<file path="src/rtl/fft_peak_detect.sv">
// ---------------------------------------------------------------------------
// fft_peak_detect
//
// Scans one 8-bin FFT frame (bins arrive as beats tagged with their index
// 0..7, gaps allowed) and reports the bin with the largest approximate
// magnitude |re| + |im|. Beats go through a short pipeline: stage 1
// registers the absolute values, stage 2 registers their sum, and the
// tracker FSM (IDLE -> SCAN -> DONE) consumes the stage-2 beat. The result
// is published on the registered outputs during the one-cycle DONE state.
//
// Build option: define PEAK_SKIP_DC_EN to exclude bin 0 from the peak
// search (frame sequencing is unchanged). Default build: all bins eligible.
//
// Parameters
//   MIN_MAG     minimum magnitude (exclusive) for peak_found
// Ports
//   clk         rising-edge clock
//   rst         synchronous, active-low reset
//   in_valid    bin beat present this cycle
//   in_re/in_im bin real / imaginary part, signed 16 bit
//   in_index    bin number 0..7 of the beat
//   peak_valid  one-cycle pulse, frame result valid
//   peak_found  best magnitude exceeded MIN_MAG
//   peak_index  bin number of the largest magnitude
//   peak_mag    that magnitude, unsigned 17 bit
//   frame_err   one-cycle pulse, frame aborted by a sequencing error
//   busy        a frame is partially received (state SCAN)
//
// Handshake: no back-pressure. A beat is consumed on every rising clk edge
// where in_valid is high; outputs are registered and valid only in the
// cycle peak_valid is high (peak_* data then holds until the next result).
// ---------------------------------------------------------------------------
module fft_peak_detect #(
    parameter logic [16:0] MIN_MAG = 17'd0
) (
    input  logic        clk,
    input  logic        rst,
    input  logic        in_valid,
    input  logic [15:0] in_re,
    input  logic [15:0] in_im,
    input  logic [2:0]  in_index,
    output logic        peak_valid,
    output logic        peak_found,
    output logic [2:0]  peak_index,
    output logic [16:0] peak_mag,
    output logic        frame_err,
    output logic        busy
);

`ifdef PEAK_SKIP_DC_EN
    localparam logic SKIP_DC = 1'b1;
`else
    localparam logic SKIP_DC = 1'b0;
`endif

    typedef enum logic [1:0] {
        IDLE = 2'd0,
        SCAN = 2'd1,
        DONE = 2'd2
    } state_t;

    // Sign-extend to 17 bits before negating so |-32768| = 32768 exactly.
    function automatic logic [16:0] abs17(input logic [15:0] v);
        logic [16:0] ext;
        ext = {v[15], v};
        return v[15] ? (~ext + 17'd1) : ext;
    endfunction

    // Stage 1: absolute values
    logic        s1_valid_q;
    logic [16:0] s1_re_q, s1_im_q;
    logic [2:0]  s1_idx_q;
    logic [16:0] re_abs_d, im_abs_d;

    // Stage 2: magnitude
    logic        s2_valid_q;
    logic [16:0] s2_mag_q;
    logic [2:0]  s2_idx_q;
    logic [16:0] mag_d;

    // Tracker / FSM
    state_t      state_q;
    logic [2:0]  last_idx_q;
    logic [2:0]  best_idx_q;
    logic [16:0] best_mag_q;
    logic [2:0]  exp_idx_d;

    logic        peak_valid_q, peak_found_q, frame_err_q;
    logic [2:0]  peak_index_q;
    logic [16:0] peak_mag_q;

    assign re_abs_d  = abs17(in_re);
    assign im_abs_d  = abs17(in_im);
    // Both operands are at most 32768, so the sum fits in 17 bits.
    assign mag_d     = s1_re_q + s1_im_q;
    assign exp_idx_d = last_idx_q + 3'd1;

    always_ff @(posedge clk) begin
        if (!rst) begin
            s1_valid_q <= 1'b0;
            s1_re_q    <= '0;
            s1_im_q    <= '0;
            s1_idx_q   <= '0;
            s2_valid_q <= 1'b0;
            s2_mag_q   <= '0;
            s2_idx_q   <= '0;
        end else begin
            s1_valid_q <= in_valid;
            s1_re_q    <= re_abs_d;
            s1_im_q    <= im_abs_d;
            s1_idx_q   <= in_index;
            s2_valid_q <= s1_valid_q;
            s2_mag_q   <= mag_d;
            s2_idx_q   <= s1_idx_q;
        end
    end

    always_ff @(posedge clk) begin
        if (!rst) begin
            state_q      <= IDLE;
            last_idx_q   <= '0;
            best_idx_q   <= '0;
            best_mag_q   <= '0;
            peak_valid_q <= 1'b0;
            peak_found_q <= 1'b0;
            peak_index_q <= '0;
            peak_mag_q   <= '0;
            frame_err_q  <= 1'b0;
        end else begin
            peak_valid_q <= 1'b0;
            frame_err_q  <= 1'b0;
            case (state_q)
                IDLE, DONE: begin
                    if (state_q == DONE) begin
                        peak_valid_q <= 1'b1;
                        peak_index_q <= best_idx_q;
                        peak_mag_q   <= best_mag_q;
                        peak_found_q <= (best_mag_q > MIN_MAG);
                    end
                    state_q <= IDLE;
                    // A beat in the DONE cycle is handled exactly as in IDLE.
                    if (s2_valid_q && s2_idx_q == 3'd0) begin
                        last_idx_q <= 3'd0;
                        best_idx_q <= SKIP_DC ? 3'd1 : 3'd0;
                        best_mag_q <= SKIP_DC ? 17'd0 : s2_mag_q;
                        state_q    <= SCAN;
                    end
                end
                SCAN: begin
                    if (s2_valid_q) begin
                        if (s2_idx_q == exp_idx_d) begin
                            // Strict compare: ties keep the lower index.
                            if (s2_mag_q > best_mag_q) begin
                                best_mag_q <= s2_mag_q;
                                best_idx_q <= s2_idx_q;
                            end
                            last_idx_q <= s2_idx_q;
                            if (s2_idx_q == 3'd7) begin
                                state_q <= DONE;
                            end
                        end else if (s2_idx_q == 3'd0) begin
                            // Restart on a fresh index 0; stay in SCAN.
                            frame_err_q <= 1'b1;
                            last_idx_q  <= 3'd0;
                            best_idx_q  <= SKIP_DC ? 3'd1 : 3'd0;
                            best_mag_q  <= SKIP_DC ? 17'd0 : s2_mag_q;
                        end else begin
                            frame_err_q <= 1'b1;
                            state_q     <= IDLE;
                        end
                    end
                end
                default: state_q <= IDLE;
            endcase
        end
    end

    assign peak_valid = peak_valid_q;
    assign peak_found = peak_found_q;
    assign peak_index = peak_index_q;
    assign peak_mag   = peak_mag_q;
    assign frame_err  = frame_err_q;
    assign busy       = (state_q == SCAN);

endmodule
</file>
<file path="config.mk">
export PLATFORM = sky130hd
export DESIGN_NAME = fft_peak_detect
export DESIGN_NICKNAME = d
export VERILOG_FILES = /design/src/rtl/fft_peak_detect.sv
export SDC_FILE = /design/constraint.sdc
export NUM_CORES = 1
export LEC_CHECK = 0
export CAP_MARGIN = 15
export CELL_PAD_IN_SITES_DETAIL_PLACEMENT = 2
export CELL_PAD_IN_SITES_GLOBAL_PLACEMENT = 2
export CORE_MARGIN = 4
export CORE_UTILIZATION = 37
export DETAILED_ROUTE_END_ITERATION = 12
export GPL_ROUTABILITY_DRIVEN = 1
export MAX_ROUTING_LAYER = met4
export PLACE_DENSITY = 0.95
export SLEW_MARGIN = 10
export SYNTH_ARGS = -nofsm -noshare
export SYNTH_HDL_FRONTEND = slang
export SYNTH_SLANG_ARGS = --single-unit
</file>
<file path="constraint.sdc">
create_clock -name clk -period 3.77 [get_ports clk]
set_clock_uncertainty 0.1 [all_clocks]
set_input_delay 0.754 -clock clk [delete_from_list [all_inputs] [get_ports clk]]
set_output_delay 0.754 -clock clk [all_outputs]
set_load 0.03 [all_outputs]
</file>
Yosys cells after proc, flatten, opt, wreduce, memory -nomap -nowiden
Index checks and enable logic that the tools add are counted.
Storage, ports and cells
  output and inout bits: 24
  register bits: 107
Operators by class
  eq/ne operators: 10
  $lt $le $gt $ge: 2
  add/subtract/negate cells: 4
  reduce and logical (&&, ||, !) cells: 13
  mux-type cells: 25
  bitwise operators: 2
Operators with widths (count)
  $mux 17: 5
  $add 17x1->17 const B: 2
  $not 17->17: 2
  $pmux 17 s2: 1
  $mux 15: 2
  $mux 3: 7
  $add 17x17->17: 1
  $gt 17x1->1 const B: 1
  $gt 17x17->1: 1
  $pmux 3 s2: 2
  $ne 3x2->1 const B: 3
  $mux 2: 4
  $reduce_and 2->1: 4
  $reduce_and 3->1: 2
  $reduce_and 5->1: 1
  $pmux 2 s2: 1
  $reduce_and 4->1: 1
  $add 3x1->3 const B: 1
  $eq 3x3->1: 1
  $eq 3x3->1 const B: 1
  $logic_not 3->1: 1
  $mux 1: 3
  $ne 3x1->1 const B: 1
  $eq 2x1->1 const B: 1
  other kinds (7): 7

Logic depth before layout (Yosys ltp)
Gate-level depths: netlist of the first run.
  depth in word-level cells: 5
  depth in mapped cells: 9

Least setup slack after synthesis of the first run
Ideal clock, no wire load.
  kind: input -> register
  start point: input port in_im[0]
  end point: register s1_im_q[14]
  data arrival time: 2.251 ns
  required time: 3.542 ns
  slack: 1.292 ns
  cell stages on the path: 8
  cell sequence: inv_1 > ha_1 > or3b_2 > o41ai_2 > nand2b_1 > o21ai_0 > xor2_1 > nor2_1
Between the ends
  word-level cells in the longest chain between the ends: 3
RTL lines
  start: declaration: line 40  | input logic [15:0] in_im,
  $not 17->17: line 66  | return v[15] ? (~ext + 17'd1) : ext;
  $add 17x1->17: line 66
  $mux 15: line 66
  end signal: assignment: line 110  | s1_im_q <= im_abs_d;
  end: declaration: line 71  | logic [16:0] s1_re_q, s1_im_q;
No other way between the ends.
A chain may end at the register's enable or synchronous reset.

Final worst setup path of the first run
Same ends and word-level chain as after synthesis.

==> out/summary.txt, run 1 <==
Yosys cell types: 49
Design Power: 0.002666 W
Clock Sinks: 107
ANT nets after route: 0
hold buffers post-CTS: 0
register area share after synthesis: 41.49%
Slew headroom: 27.56%
WP data arrival: 2.94 ns
Nets: 726
total leakage power: 2.435 nW
Avg Cell Area, Syn: 8.647 µm²
count leader, synth: dfxtp_1
hold path startpoint: peak_mag[14]$_SDFFE_PN0P_
Mapped Cells: 597
critical path cell sequence: clkdlybuf4s50_1, inv_1, ha_1, or3b_2, o41ai_2, nand2b_1, o21ai_0, xor2_1, nor2_1
core region area: 13450 µm²
port buffer count: 61
grt ovf: 0
I/O Pins: 62
Synth Register Bits: 107
Warnings, synthesis: 0
Overall Global Routing Usage: 20.14%
Horiz. Die Dim: 126.1 µm
Remaining DRCs: 0
Resized Gates After CTS: 0
top post-synthesis cells by count: dfxtp_1 (107), nand2_1 (101), nor2_1 (54)
WP data required: 3.87 ns
hold path depth: 2
EDFF count, synth: 0
grt met1 use: 21.06%
r2r setup slk: 0.99 ns
Avg Vias per Cell: 5.250
vias: 4368
Fin Setup TNS: 0 ns
setup bufs post-CTS: 0
worst flop-to-flop path endpoint: best_mag_q[4]$_SDFFE_PN0P_
largest cells by area after synthesis: dfxtp_1 (41%), ha_1 (8.7%), nand2_1 (7.3%), mux2i_1 (5.2%), xor2_1 (4.4%)
Die Ht: 126.1 µm
Root Driver: clkbuf_16
First DRT Iteration DRCs: 176
CTS clk-pin slew, worst paths: 0.07 ns
Max clock buf depth: 2
Initial Utilization: 38.37%
crit path from: in_im[0]
HPWL after DPL: 11050 µm
Yosys top cell by area: dfxtp_1
area of the die: 15910 µm²
met3 usage: 3.048%
WL/cell: 18.41 µm
depth of the most critical reg-to-reg path: 9
CP bufs+invs: 2
multi-input logic area: 2810 µm²
fill count: 1491
vias in the first global route: 5072
P per Cell Area: 428.3 nW/µm²
CP max stage delay: 0.49 ns
Crit Path Class: in2reg
delay-heaviest family, CP: simple AND/OR/NAND/NOR gates
share of layout cells above drive strength 1: 4.878%
Num CTS Buffers: 9
status: complete, no violations
CTS tree: yes
post-synthesis cell area: 5162 µm²
synthesis-to-finish area growth: 20.60%
largest net degree at the start of global routing: 66
CP Launch Type: primary input
first-pass GRT wire length: 25190 µm
max cap viols: 0
antenna violations before repair: 0
Yosys top cell area share: 41.49%
n_diodes: 0
Worst Setup End Kind: register
Synth async-reset ratio: 0%
worst hold endpoint: peak_mag[14]$_SDFFE_PN0P_
Slew Limit Fails: 0
unrepaired setup endpoints after global routing: false
Worst Tran Pin Value: 1.085 ns
# rows: 42
VDD IR max: 0.2178 mV
Tmin final: 2.840 ns
CP max FO: 4
htree depth: 3
later-pin clock latency in the skew report: 0.36 ns
Max stage delay cell, worst path: or3b_2
WL final: 15310 µm
Period Utilization, post-route: 75.32%
Hold/Removal Path Class: reg2reg
RR Startpoint: best_mag_q[16]$_SDFFE_PN0P_
Max Fclk: 352.2 MHz
Setup-failing EPs final: 0
hold violation total from the final report: 0
gpl congestion: 0.8896
DR pass1 iterations: 4
Synth Flop Type: dfxtp_1
Sequential Area: 2142 µm²
global routing usage on met2: 37.65%
gr busiest metal: met2
-- cells by family after synthesis --
kind of cell / count (synthesis) / share of synthesized area, %
buf+inv: 51 / 4.144
mux: 27 / 5.235
compound gates: 104 / 12.65
other cells: 1 / 0.07264
fa+ha+maj: 37 / 9.113
simple gates: 237 / 21.43
xor+xnor: 33 / 5.865
flops: 107 / 41.49
-- how the worst max path moves through the flow --
stage	endpoint	slack (ns)	depth (start not counted)
4_1_cts	s1_im_q[14]$_SDFF_PN0_	0.92	9
2_1_floorplan	s1_im_q[14]$_SDFF_PN0_	1.29	8
3_5_place_dp	s1_im_q[14]$_SDFF_PN0_	0.54	9
6_report	s1_im_q[14]$_SDFF_PN0_	0.93	9
3_3_place_gp	s1_im_q[14]$_SDFF_PN0_	0.66	9
5_1_grt	s1_im_q[14]$_SDFF_PN0_	0.73	9
-- report_power, final --
| part | switching [W] | internal, W |
|---|---|---|
| clock | 0.000435 | 0.000554 |
| combinational | 0.000256 | 0.000186 |
| sequential | 0.0000437 | 0.00119 |
| total | 0.000735 | 0.00193 |
-- through the flow --
step	instances	hold slack (ns)	instance area (µm²)	worst slack, ns	utilization (%)
after floorplan	598	0.3119	5166	1.292	-
after global placement	816	0.3172	5913	0.6619	43.95
after detailed placement	816	0.3331	5913	0.5430	43.95
after CTS	832	0.3585	6226	0.9175	46.28
after global routing	832	0.3755	6226	0.7253	46.28
final	832	0.3571	6226	0.9305	46.28
-- worst min-delay path, delay by kind of cell, from the launching register on --
family	cells	cell delay (ns)
and+or+nand+nor	1	0.05
DFF	1	0.31
AOI/OAI and AO/OA	1	0.05
-- metal layers --
layer / share of wire [%] / vias up
met5: 0 / -
li1: - / 2131
met1: 41 / 2108
met2: 53 / 90
met4: 2.9 / 0
met3: 2.8 / 39
-- sequential cells by signal (all words and copies together), names as in the netlist --
register,cells
frame_err,1
best_mag_q,17
s1_im_q,17
s2_idx_q,3
s1_valid_q,1
s1_idx_q,3
peak_valid,1
last_idx_q,3
peak_mag,17
state_q,2
s1_re_q,17
peak_index,3
peak_found,1
best_idx_q,3
s2_valid_q,1
s2_mag_q,17
-- cell usage in the layout (no fill, tap or decap), types with 7 or more instances in the layout --
cell | netlist | layout
nor2b_1 | 11 | 11
nand2_1 | 101 | 101
dfxtp_1 | 107 | 107
clkbuf_16 | 0 | 9
nor2_1 | 54 | 54
nand3_1 | 10 | 10
ha_1 | 36 | 36
inv_1 | 28 | 27
nand2b_1 | 8 | 8
clkdlybuf4s50_1 | 0 | 60
o31ai_1 | 7 | 7
o21ai_0 | 17 | 17
mux2i_1 | 27 | 27
a21oi_1 | 44 | 44
nor3_1 | 10 | 10
xor2_1 | 26 | 26
and2_1 | 11 | 11
-- final cells by class --
cell class | count | share of cell area (%)
Multi-Input combinational cell | 440 | 45.14
Inverter | 28 | 1.688
Clock inverter | 5 | 0.9646
Timing Repair Buffer | 65 | 10.21
Sequential cell | 107 | 34.41
Tap cell | 176 | 3.537
Clock buffer | 11 | 4.059
No activity file was read; power rests on OpenSTA's default activity.
==> run 2: changes to the inputs <==
Settings changed: CORE_UTILIZATION 37 to 34, PLACE_DENSITY 0.95 to 0.89.
Clock period 3.77 ns to 2.78 ns, I/O delays scaled along.
==> out/summary.txt, run 2 (same netlist as run 1, synthesis figures left out) <==
I/O Pins: 62 (unchanged)
CP Launch Type: register (was primary input)
grt ovf: 0 (unchanged)
Max stage delay cell, worst path: dfxtp_1 (was or3b_2)
hold violation total from the final report: 0 (unchanged)
first-pass GRT wire length: 25480 µm (was 25190 µm)
vias: 4383 (was 4368)
share of layout cells above drive strength 1: 7.154% (was 4.878%)
most common cell after layout, fill and taps aside: dfxtp_1 (unchanged)
status: complete, no violations (unchanged)
Remaining DRCs: 0 (unchanged)
gpl congestion: 0.8742 (was 0.8896)
Initial Utilization: 35.12% (was 38.37%)
placed standard-cell area: 6068 µm² (was 5913 µm²)
vias in the first global route: 4965 (was 5072)
Horiz. Die Dim: 131.2 µm (was 126.1 µm)
hold buffers post-CTS: 0 (unchanged)
# rows: 44 (was 42)
Die Ht: 131.2 µm (was 126.1 µm)
Overall Global Routing Usage: 18.52% (was 20.14%)
critical path cell sequence: inv_1, ha_1, nand4_1, nor4_4, a21boi_0, nor3b_1, o21ai_2, buf_12, mux2i_1 (was clkdlybuf4s50_1, inv_1, ha_1, or3b_2, o41ai_2, nand2b_1, o21ai_0, xor2_1, nor2_1)
CTS tree: yes (unchanged)
Resized Gates After CTS: 0 (unchanged)
delay-heaviest family, CP: simple AND/OR/NAND/NOR gates (unchanged)
htree depth: 3 (unchanged)
CP max FO: 20 (was 4)
Num CTS Buffers: 9 (unchanged)
Hold/Removal Path Class: reg2reg (unchanged)
Design Power: 0.003524 W (was 0.002666 W)
Avg Vias per Cell: 5.126 (was 5.250)
Nets: 742 (was 726)
hold path depth: 1 (was 2)
WP data required: 2.95 ns (was 3.87 ns)
port buffer count: 61 (unchanged)
Crit Path Class: reg2reg (was in2reg)
largest net degree at the start of global routing: 66 (unchanged)
synthesis-to-finish area growth: 23.15% (was 20.60%)
WL final: 15430 µm (was 15310 µm)
total leakage power: 2.496 nW (was 2.435 nW)
core region area: 14700 µm² (was 13450 µm²)
WP data arrival: 2.79 ns (was 2.94 ns)
setup bufs post-CTS: 0 (unchanged)
VDD IR max: 0.3284 mV (was 0.2178 mV)
Period Utilization, post-route: 94.12%
Setup-failing EPs final: 0 (unchanged)
ANT nets after route: 0 (unchanged)
CP max stage delay: 0.39 ns (was 0.49 ns)
Max Fclk: 382.2 MHz
Clock Sinks: 107 (unchanged)
First DRT Iteration DRCs: 181 (was 176)
WL/cell: 18.05 µm (was 18.41 µm)
DR pass1 iterations: 4 (unchanged)
depth of the most critical reg-to-reg path: 9 (unchanged)
most frequent cells in the layout: dfxtp_1 (107), nand2_1 (101), clkdlybuf4s50_1 (60) (unchanged)
CP bufs+invs: 2 (unchanged)
Worst path depth: 9 (unchanged)
antenna violations before repair: 0 (unchanged)
max cap viols: 0 (unchanged)
Worst Tran Pin Value: 0.9534 ns (was 1.085 ns)
Tmin final: 2.616 ns
later-pin clock latency in the skew report: 0.36 ns (about the same)
CTS clk-pin slew, worst paths: 0.07 ns (about the same)
n_diodes: 0 (unchanged)
Slew headroom: 36.44% (was 27.56%)
P per Cell Area: 554.3 nW/µm² (was 428.3 nW/µm²)
area of the die: 17220 µm² (was 15910 µm²)
post-route design area: 6357 µm² (was 6226 µm²)
Root Driver: clkbuf_16 (unchanged)
Worst Setup End Kind: register (unchanged)
Max clock buf depth: 2 (unchanged)
HPWL after DPL: 11500 µm (was 11050 µm)
Slew Limit Fails: 0 (unchanged)
-- run 2: changes by cell type in the layout (fill, tap and decap cells not counted), moves of 2 or more --
cell        change
clkbuf_8        -2
buf_4          +14
inv_6           +2
buf_12          +2
clkinvlp_4      +2
-- run 2: power breakdown --
part / leakage (nW) / internal (W) / switching (W)
clock network: 0.125 / 0.000613 / 0.000617
logic: 1.49 / 0.000274 / 0.000351
registers: 0.877 / 0.00161 / 0.0000552
-- run 2: worst paths after layout --
| kind | from | endpoint | slack [ns] |
|---|---|---|---|
| worst max-delay path | best_mag_q[14]$_SDFFE_PN0P_ | best_mag_q[2]$_SDFFE_PN0P_ | 0.16 |
| worst min register to register | s1_idx_q[1]$_SDFF_PN0_ | s2_idx_q[1]$_SDFF_PN0_ | 0.34 |
| worst min-delay path | s1_idx_q[1]$_SDFF_PN0_ | s2_idx_q[1]$_SDFF_PN0_ | 0.34 |
| worst max register to register | best_mag_q[14]$_SDFFE_PN0P_ | best_mag_q[2]$_SDFFE_PN0P_ | 0.16 |
-- run 2: layout make-up --
type	instances	area [µm²]
clock inverter	6	48.80
tap	184	230.2
timing repair buffer	81	780.7
fill	1592	8342
inverter	28	105.1
multi-input combinational	440	2825
clock buffer	9	225.2
sequential	107	2142
-- run 2: metrics by stage --
step	hold WS (ns)	setup WS (ns)	cells	utilization [%]	TNS, ns
6_report	0.3397	0.1635	855	43.25	0
2_1_floorplan	0.3119	0.4995	598	-	0
5_1_grt	0.3644	-0.009172	855	43.25	-0.009172
3_3_place_gp	0.3198	-0.02408	840	41.28	-0.03652
4_1_cts	0.3428	0.08241	855	43.15	0
3_5_place_dp	0.3241	-0.1855	840	41.28	-0.4834
-- run 2: per-layer routing --
layer / vias to the layer above / track usage [%] / wire length [µm]
met1: 2131 / 20.13 / 6460
met4: 0 / 6.243 / 279
met2: 75 / 34.62 / 8291
li1: 2157 / - / -
met3: 20 / 2.599 / 400
met5: - / - / 0
==> run 3: changes to the inputs <==
Settings changed: CAP_MARGIN 15 to 30.
==> results of run 3 <==
Same layout as run 2: the final DEF is identical, and so are final timing and power.
